[src/rtl/alu_pipe_pkg.sv]
// Shared op encoding for the alu_pipe block (optional accumulator under ALU_PIPE_ACC_EN).
package alu_pipe_pkg;

    localparam int unsigned OpWidth = 3;

    typedef enum logic [OpWidth-1:0] {
        OpSub   = 3'b000,
        OpAddBc = 3'b001,
        OpOr    = 3'b010,
        OpXor   = 3'b011,
        OpAnd   = 3'b100,
        OpAdd3  = 3'b101,
        OpAcc   = 3'b110,
        OpRdClr = 3'b111
    } op_e;

endpackage

[src/rtl/alu_pipe_core.sv]
// Combinational ALU datapath for alu_pipe stage 2; accumulator ports exist only
// when ALU_PIPE_ACC_EN is defined.
module alu_pipe_core
    import alu_pipe_pkg::*;
#(
    parameter int unsigned WIDTH = 8
) (
    input  logic [WIDTH-1:0] a,
    input  logic [WIDTH-1:0] b,
    input  logic [WIDTH-1:0] c,
    input  op_e              op,
`ifdef ALU_PIPE_ACC_EN
    input  logic [WIDTH-1:0] acc,
    output logic             acc_we,
    output logic [WIDTH-1:0] acc_next,
`endif
    output logic [WIDTH-1:0] r,
    output logic             carry,
    output logic             zero,
    output logic             err
);

    logic [WIDTH:0]   sum2;
    logic [WIDTH+1:0] sum3;

    always_comb begin
        r     = '0;
        carry = 1'b0;
        err   = 1'b0;
        sum2  = '0;
        sum3  = '0;
`ifdef ALU_PIPE_ACC_EN
        acc_we   = 1'b0;
        acc_next = acc;
`endif
        case (op)
            OpSub: begin
                r     = a - b;
                carry = (a < b);
            end
            OpAddBc: begin
                sum2  = {1'b0, b} + {1'b0, c};
                r     = sum2[WIDTH-1:0];
                carry = sum2[WIDTH];
            end
            OpOr:  r = b | c;
            OpXor: r = a ^ c;
            OpAnd: r = a & b;
            OpAdd3: begin
                sum3  = {2'b00, a} + {2'b00, b} + {2'b00, c};
                r     = sum3[WIDTH-1:0];
                carry = |sum3[WIDTH+1:WIDTH];
            end
`ifdef ALU_PIPE_ACC_EN
            OpAcc: begin
                sum2     = {1'b0, acc} + {1'b0, a};
                r        = sum2[WIDTH-1:0];
                carry    = sum2[WIDTH];
                acc_we   = 1'b1;
                acc_next = sum2[WIDTH-1:0];
            end
            OpRdClr: begin
                r        = acc;
                acc_we   = 1'b1;
                acc_next = '0;
            end
`else
            // Accumulator ops are illegal in this build: flag them, result forced to 0.
            OpAcc, OpRdClr: err = 1'b1;
`endif
            default: r = '0;
        endcase
        zero = (r == '0);
    end

endmodule

[src/rtl/alu_pipe.sv]
// Two-stage valid/ready ALU pipeline; define ALU_PIPE_ACC_EN to build the
// accumulator and ops 110/111.
module alu_pipe
    import alu_pipe_pkg::*;
#(
    parameter int unsigned WIDTH = 8
) (
    input  logic             clk,
    input  logic             rst_n,
    input  logic             in_valid,
    output logic             in_ready,
    input  logic [WIDTH-1:0] a,
    input  logic [WIDTH-1:0] b,
    input  logic [WIDTH-1:0] c,
    input  logic [2:0]       op,
    output logic             out_valid,
    input  logic             out_ready,
    output logic [WIDTH-1:0] r,
    output logic             carry,
    output logic             zero,
    output logic             err
);

    logic             s1_valid_q;
    logic [WIDTH-1:0] a_q, b_q, c_q;
    op_e              op_q;

    logic             s2_valid_q;
    logic [WIDTH-1:0] r_q;
    logic             carry_q, zero_q, err_q;

    logic             accept;
    logic             s1_adv;

    logic [WIDTH-1:0] core_r;
    logic             core_carry, core_zero, core_err;

    // S1 drains into S2 whenever S2 is empty or being emptied this cycle.
    assign s1_adv   = s1_valid_q && (!s2_valid_q || out_ready);
    assign in_ready = !s1_valid_q || s1_adv;
    assign accept   = in_valid && in_ready;

    always_ff @(posedge clk or negedge rst_n) begin
        if (!rst_n) begin
            s1_valid_q <= 1'b0;
            a_q        <= '0;
            b_q        <= '0;
            c_q        <= '0;
            op_q       <= OpSub;
        end else if (accept) begin
            s1_valid_q <= 1'b1;
            a_q        <= a;
            b_q        <= b;
            c_q        <= c;
            op_q       <= op_e'(op);
        end else if (s1_adv) begin
            s1_valid_q <= 1'b0;
        end
    end

`ifdef ALU_PIPE_ACC_EN
    logic [WIDTH-1:0] acc_q;
    logic             acc_we;
    logic [WIDTH-1:0] acc_next;

    // Accumulator commits only as its op enters S2, so stalls never touch it.
    always_ff @(posedge clk or negedge rst_n) begin
        if (!rst_n) begin
            acc_q <= '0;
        end else if (s1_adv && acc_we) begin
            acc_q <= acc_next;
        end
    end
`endif

    alu_pipe_core #(
        .WIDTH (WIDTH)
    ) u_core (
        .a        (a_q),
        .b        (b_q),
        .c        (c_q),
        .op       (op_q),
`ifdef ALU_PIPE_ACC_EN
        .acc      (acc_q),
        .acc_we   (acc_we),
        .acc_next (acc_next),
`endif
        .r        (core_r),
        .carry    (core_carry),
        .zero     (core_zero),
        .err      (core_err)
    );

    always_ff @(posedge clk or negedge rst_n) begin
        if (!rst_n) begin
            s2_valid_q <= 1'b0;
            r_q        <= '0;
            carry_q    <= 1'b0;
            zero_q     <= 1'b0;
            err_q      <= 1'b0;
        end else if (s1_adv) begin
            s2_valid_q <= 1'b1;
            r_q        <= core_r;
            carry_q    <= core_carry;
            zero_q     <= core_zero;
            err_q      <= core_err;
        end else if (out_ready) begin
            s2_valid_q <= 1'b0;
        end
    end

    assign out_valid = s2_valid_q;
    assign r         = r_q;
    assign carry     = carry_q;
    assign zero      = zero_q;
    assign err       = err_q;

endmodule

[config.mk]
export PLATFORM = sky130hd
export DESIGN_NAME = alu_pipe
export DESIGN_NICKNAME = d
export VERILOG_FILES = /design/src/rtl/alu_pipe_pkg.sv /design/src/rtl/alu_pipe_core.sv /design/src/rtl/alu_pipe.sv
export SDC_FILE = /design/constraint.sdc
export NUM_CORES = 1
export LEC_CHECK = 0
export CAP_MARGIN = 25
export CELL_PAD_IN_SITES_DETAIL_PLACEMENT = 1
export CELL_PAD_IN_SITES_GLOBAL_PLACEMENT = 1
export CORE_UTILIZATION = 50
export DETAILED_ROUTE_END_ITERATION = 7
export DONT_BUFFER_PORTS = 1
export PLACE_DENSITY_LB_ADDON = 0.12
export SLEW_MARGIN = 10
export SYNTH_ARGS = -nofsm -noshare
export SYNTH_HDL_FRONTEND = slang
export SYNTH_SLANG_ARGS = --single-unit
[constraint.sdc]
create_clock -name clk -period 3.5 [get_ports clk]
set_input_delay 0.175 -clock clk [delete_from_list [all_inputs] [get_ports clk]]
set_output_delay 0.175 -clock clk [all_outputs]
set_load 0.02 [all_outputs]
==> impl_metrics.csv, run 1 <==
group,metric,value,unit
outcome,status,"complete, no violations",
sta,finalSetupViolCount,0,
floorplan,core_area,6910,µm²
global_route,grt_pass1_vias,3067,
hold_path,holdPathEnd,"b_q[7]",
setup_path,path_buf_inv,1,
global_route,track_usage,28.4,%
logic_synthesis,ys_top_cells_by_area,"dfrtp_1 (28%), ha_1 (14%), mux2_2 (9.0%)",
logic_synthesis,yosysTopAreaCellShare,27.5,%
clocking,cts_max_path_buffers,2,
global_route,grt_overflow,0,
setup_path,worst_r2r_path_depth,14,
placement,gp_congestion,0.905,
layout,fillerInstances,815,
floorplan,die_area,7610,µm²
logic_synthesis,syn_inst,395,
setup_path,start_kind,"flop",
sta,worstMarginPinSlew,0.834,ns
logic_synthesis,synthTopCellsByCount,"ha_1 (41), dfrtp_1 (40), nor2_1 (39), inv_1 (34), mux2_2 (29)",
placement,place_area,3690,µm²
power,power,2.59,mW
setup_path,cp_slowest_cell,"dfrtp_1",
clocking,h-tree-depth,2,
hold_path,hold_path_depth,1,
layout,instances_no_fill,497,
logic_synthesis,synth_edf_count,0,
placement,dp_cells,482,
detailed_routing,drt_iter0_drc,221,
setup_path,r2r-end,"r[7]",
setup_path,max_stage_delay,0.41,ns
sta,rsz0062_at_grt,"no",
hold_path,min-delay-start,"b[7]",
clocking,cts_tree,"done",
logic_synthesis,syn_area_per_cell,9.20,µm²
setup_path,crit_type,"flop to flop",
sta,setup_tns,0,ns
clocking,path_clk_slew,0.10,ns
job,maxCapViolCount,0,
global_route,grt_max_degree,41,
power,p_leak,1.71,nW
floorplan,fp.dieW,87.3,µm
setup_path,crit_path_cell_trace,"ha_2 -> inv_1 -> fa_2 -> o21ba_2 -> o21ai_1 -> a21oi_1 -> xnor2_1 -> ha_1 -> a21oi_2 -> o21a_1 -> a31oi_2 -> xnor2_1 -> o211ai_1 -> mux2_2",
clocking,insertion_delay,0.31,ns
global_route,met3_usage,3.89,%
placement,io_buffers,0,
setup_path,cpMostUsedCell,"xnor2_1",
logic_synthesis,syn-cell-area,3630,µm²
floorplan,initial_core_util,52.6,%
clocking,cts_sinks,40,
power,max-vdd-ir-drop,0.350,mV
power,powerDensity,662,nW/µm²
layout,fin_nets,476,
layout,final_cell_area,3920,µm²
setup_path,crit_fanout,4,
global_route,grtUsageMet1,40.3,%
sta,skew,0.0164,ns
floorplan,fp.dieH,87.3,µm
layout,drive_gt1_share,19.0,%
layout,area_growth,7.81,%
detailed_routing,wl,10.2,mm
detailed_routing,drtAntennaViolNets,0,
setup_path,r2r_start,"a_q[0]",
layout,antenna_cells,0,
setup_path,worst_ep_arrival_time,3.46,ns
logic_synthesis,async_flop_share,100,%
clocking,cts_buffers,5,
sta,fmax,305,MHz
detailed_routing,drtPass1Iterations,4,
sta,slew_headroom,44.3,%
logic_synthesis,ys_seq_area_share,27.5,%
floorplan,io_pins,44,
hold_path,min_path_type,"primary input to flop",
floorplan,row_count,30,
clocking,root_buffer,"clkbuf_8",
detailed_routing,drc,0,
detailed_routing,vias,2966,
logic_synthesis,ys.flop_type,"dfrtp_1",
setup_path,cpLargestDelayFamily,"compound AO/OA/AOI/OAI gates",
sta,finalHoldViolations,0,
global_route,grt-busiest-layer,"met2",
global_route,met2_usage,45.5,%
logic_synthesis,yosysUniqueCellTypes,64,
logic_synthesis,synth_nets,471,
logic_synthesis,yosys_warnings,0,
setup_path,crit_required,3.68,ns
setup_path,rrSetupSlack,0.22,ns
logic_synthesis,synth_most_common_cell,"ha_1",
logic_synthesis,yosys.area.top_type,"dfrtp_1",
global_route,grt_pass1_wl,16.2,mm
detailed_routing,vias_per_cell,5.97,
setup_path,crit_path_end_kind,"flop",
sta,fin_crit,3.28,ns
placement,dp_hpwl,7.70,mm
sta,fin_crit_sh,93.8,%
sta,slew_viol_final,0,
logic_synthesis,ys_ff_latch,40,
detailed_routing,wl_per_cell,20.6,µm
global_route,antenna_found_initial,0,
[layer usage]
metal  share of wire (%)  vias to the layer above
li1                    -                     1400
met1                  46                     1485
met2                  47                       70
met3                 5.6                       11
met4                 1.1                        0
met5                   0                        -
[stage by stage]
stage | worst slack [ns] | hold slack (ns) | utilization (%)
5_1_grt | 0.0322 | 0.0115 | 56.7
3_3_place_gp | 0.201 | -0.120 | 53.5
2_1_floorplan | 0.462 | -0.121 | -
6_report | 0.218 | 0.00889 | 56.7
3_5_place_dp | 0.00709 | -0.120 | 53.5
4_1_cts | 0.0161 | 0.0103 | 55.7
[sequential cells by signal (all words and copies together) (netlist names)]
register / cells
a_q: 8
b_q: 8
c_q: 8
r: 8
op_q: 3
carry: 1
err: 1
out_valid: 1
s1_valid_q: 1
zero: 1
[placed cells by master, fill, tap and decap left out, types with 6 or more instances in the layout]
cell type	count
mux2_2	29
inv_1	34
nand2b_1	9
buf_4	11
nand2_1	19
o21ai_0	20
a21oi_1	22
ha_1	39
dfrtp_1	39
nor2_1	39
xnor2_1	12
nor3_1	10
o21ai_1	6
xor2_1	10
[worst register-to-register path, delay by kind of cell (launching register included)]
kind | cells | cell delay, ns
DFF | 1 | 0.41
xor gates and xnor gates | 2 | 0.42
AOI/OAI and AO/OA | 7 | 1.07
muxes | 1 | 0.32
adders and majority gates | 3 | 0.87
buffers and inverters | 1 | 0.07
[kinds of logic after synthesis]
kind of cell | share of synthesized area (%)
compound gates | 17.5
mux | 11.0
flops | 27.5
fa+ha+maj | 16.3
buf+inv | 6.68
simple gates | 15.7
xor+xnor | 5.30
[report_power, final]
part	leakage (nW)	switching [mW]	internal (mW)
combinational	1.18	0.834	0.634
sequential	0.474	0.177	0.556
clock	0.0541	0.183	0.211
total	1.71	1.19	1.40
[how the worst max path moves through the flow]
stage	start	endpoint	slack, ns	cells after the start
finish	a_q[0]	r[7]	0.22	14
global route	a_q[0]	zero	0.03	14
CTS	b_q[0]	zero	0.02	15
detailed placement	b_q[0]	zero	0.007	15
global placement	b_q[0]	zero	0.20	15
floorplan	b_q[1]	zero	0.46	16
[area by class of cell]
class	count	area (µm²)	area share [%]
multi-input combinational	305	2430	62.1
sequential	40	1000	25.6
inverter	34	128	3.26
timing repair buffer	14	123	3.13
tap	96	120	3.07
clock buffer	5	68.8	1.76
clock inverter	3	42.5	1.09
[what timing repair did]
item / CTS / global route
hold buffers: 3 / 0
gates resized for setup: 0 / 11
endpoints found under the hold margin: 41 / 0
setup endpoints to repair: 0 / 4
buffers inserted: 0 / 4
No activity file was read; power rests on OpenSTA's default activity.
==> run 2: changes to the inputs <==
- CORE_UTILIZATION: 50 -> 40
==> impl_metrics.csv, run 2 (synthesis gave the netlist of run 1 again) <==
group,metric,value,unit
outcome,status,"complete, no violations",
global_route,grt_pass1_wl,16.6,mm
clocking,insertion_delay,0.29,ns
detailed_routing,drtAntennaViolNets,0,
layout,final_common_cell,"dfrtp_1",
power,max-vdd-ir-drop,0.319,mV
setup_path,crit_type,"flop to flop",
global_route,grt_pass1_vias,3067,
clocking,cts_max_path_buffers,2,
layout,mostFrequentLayoutCells,"dfrtp_1 (40), nor2_1 (39), ha_1 (39)",
layout,antenna_cells,0,
setup_path,worst_r2r_path_depth,14,
clocking,cts_buffers,5,
hold_path,hold_path_depth,1,
placement,pre_cts_slack,-0.00220,ns
global_route,grt_max_degree,41,
global_route,grt_overflow,0,
detailed_routing,wl,10.0,mm
clocking,path_clk_slew,0.08,ns
setup_path,start_kind,"flop",
setup_path,worst_ep_arrival_time,3.60,ns
detailed_routing,wl_per_cell,19.5,µm
clocking,cts_sinks,40,
layout,fillerInstances,1039,
clocking,h-tree-depth,2,
floorplan,fp.dieW,97.3,µm
job,maxCapViolCount,0,
sta,finalHoldViolations,0,
sta,fin_crit,3.37,ns
sta,slew_viol_final,0,
layout,regArea,1000,µm²
global_route,antenna_found_initial,0,
sta,worstMarginPinSlew,0.811,ns
placement,gp_congestion,0.859,
layout,multi_input_area,2470,µm²
layout,drive_gt1_share,21.2,%
global_route,track_usage,22.0,%
sta,finalSetupViolCount,0,
floorplan,fp.dieH,97.3,µm
floorplan,die_area,9470,µm²
clocking,cts_tree,"done",
power,p_leak,1.73,nW
sta,fmax,297,MHz
layout,fin_nets,481,
setup_path,crit_fanout,4,
layout,area_growth,9.26,%
sta,rsz0062_at_grt,"yes",
detailed_routing,drc,0,
placement,io_buffers,0,
sta,slew_headroom,45.8,%
sta,final.setup.worst_slack,0.127,ns
placement,dp_cells,499,
sta,setup_tns,0,ns
clocking,root_buffer,"clkbuf_8",
layout,instances_no_fill,513,
power,power,2.57,mW
detailed_routing,drtPass1Iterations,4,
setup_path,crit_required,3.73,ns
floorplan,row_count,34,
floorplan,initial_core_util,41.5,%
placement,dp_hpwl,7.94,mm
sta,fin_crit_sh,96.4,%
floorplan,core_area,8760,µm²
detailed_routing,vias,2907,
detailed_routing,vias_per_cell,5.67,
setup_path,crit_path_end_kind,"flop",
detailed_routing,drt_iter0_drc,159,
sta,skew,0.00478,ns
floorplan,io_pins,44,
hold_path,min_path_type,"primary input to flop",
power,powerDensity,647,nW/µm²
## run 2: changes by cell type in the layout (fill, tap and decap cells not counted), sizes merged
cell,before,now
buf,12,17
bufinv,1,0
## run 2: per-stage QoR
step           hold WS, ns  cell area, µm²  utilization (%)
6_report            0.0239            3970             45.3
5_1_grt             0.0184            3970             45.3
4_1_cts             0.0172            3870             44.1
3_5_place_dp        -0.120            3740             42.7
3_3_place_gp        -0.120            3740             42.7
2_1_floorplan       -0.121            3630                -
## run 2: area by class of cell
type,instances,area share [%]
clock buffers,5,1.73
inverters,34,3.21
repair buffers,19,4.03
well taps,108,3.40
flip-flops and latches,40,25.2
clock inverters,2,0.315
multi-input cells,305,62.1
## run 2: critical path: stages (launching register included)
cell      delay, ns
dfrtp_1        0.40
ha_2           0.19
inv_1          0.07
fa_2           0.35
o21ba_2        0.23
o21ai_2        0.13
a21oi_2        0.09
xnor2_1        0.25
ha_1           0.32
a21oi_2        0.23
o21a_1         0.20
a31oi_4        0.05
xnor2_2        0.17
o211ai_1       0.39
mux2_4         0.23
## run 2: where the power goes
part           total (mW)  switching, mW  internal, mW
logic                1.54          0.858         0.678
registers           0.731          0.176         0.555
clock network       0.304          0.169         0.135
total                2.57           1.20          1.37
## run 2: path summary, 6_finish.rpt
kind	from	end	slack, ns
setup / recovery	a_q[0]	r[7]	0.13
hold / removal	b[7]	b_q[7]	0.02
setup reg to reg	a_q[0]	r[7]	0.13
hold reg to reg	s1_valid_q	out_valid	0.53
max in group asynchronous	rst_n	c_q[7]	2.96
min in group asynchronous	rst_n	s1_valid_q	0.34
## run 2: per-layer routing
metal	track usage, %	wire length [µm]
met2	35.0	4550
met1	32.1	5000
met5	0	0
met4	3.85	68
met3	3.31	387
## run 2: repair_timing
item | in CTS | in global routing
setup buffers | 0 | 4
hold buffers | 3 | 0
endpoints found under the hold margin | 41 | 0
gates resized for setup | 0 | 18
pin swaps | 1 | 8
endpoints found under the setup margin | 1 | 4
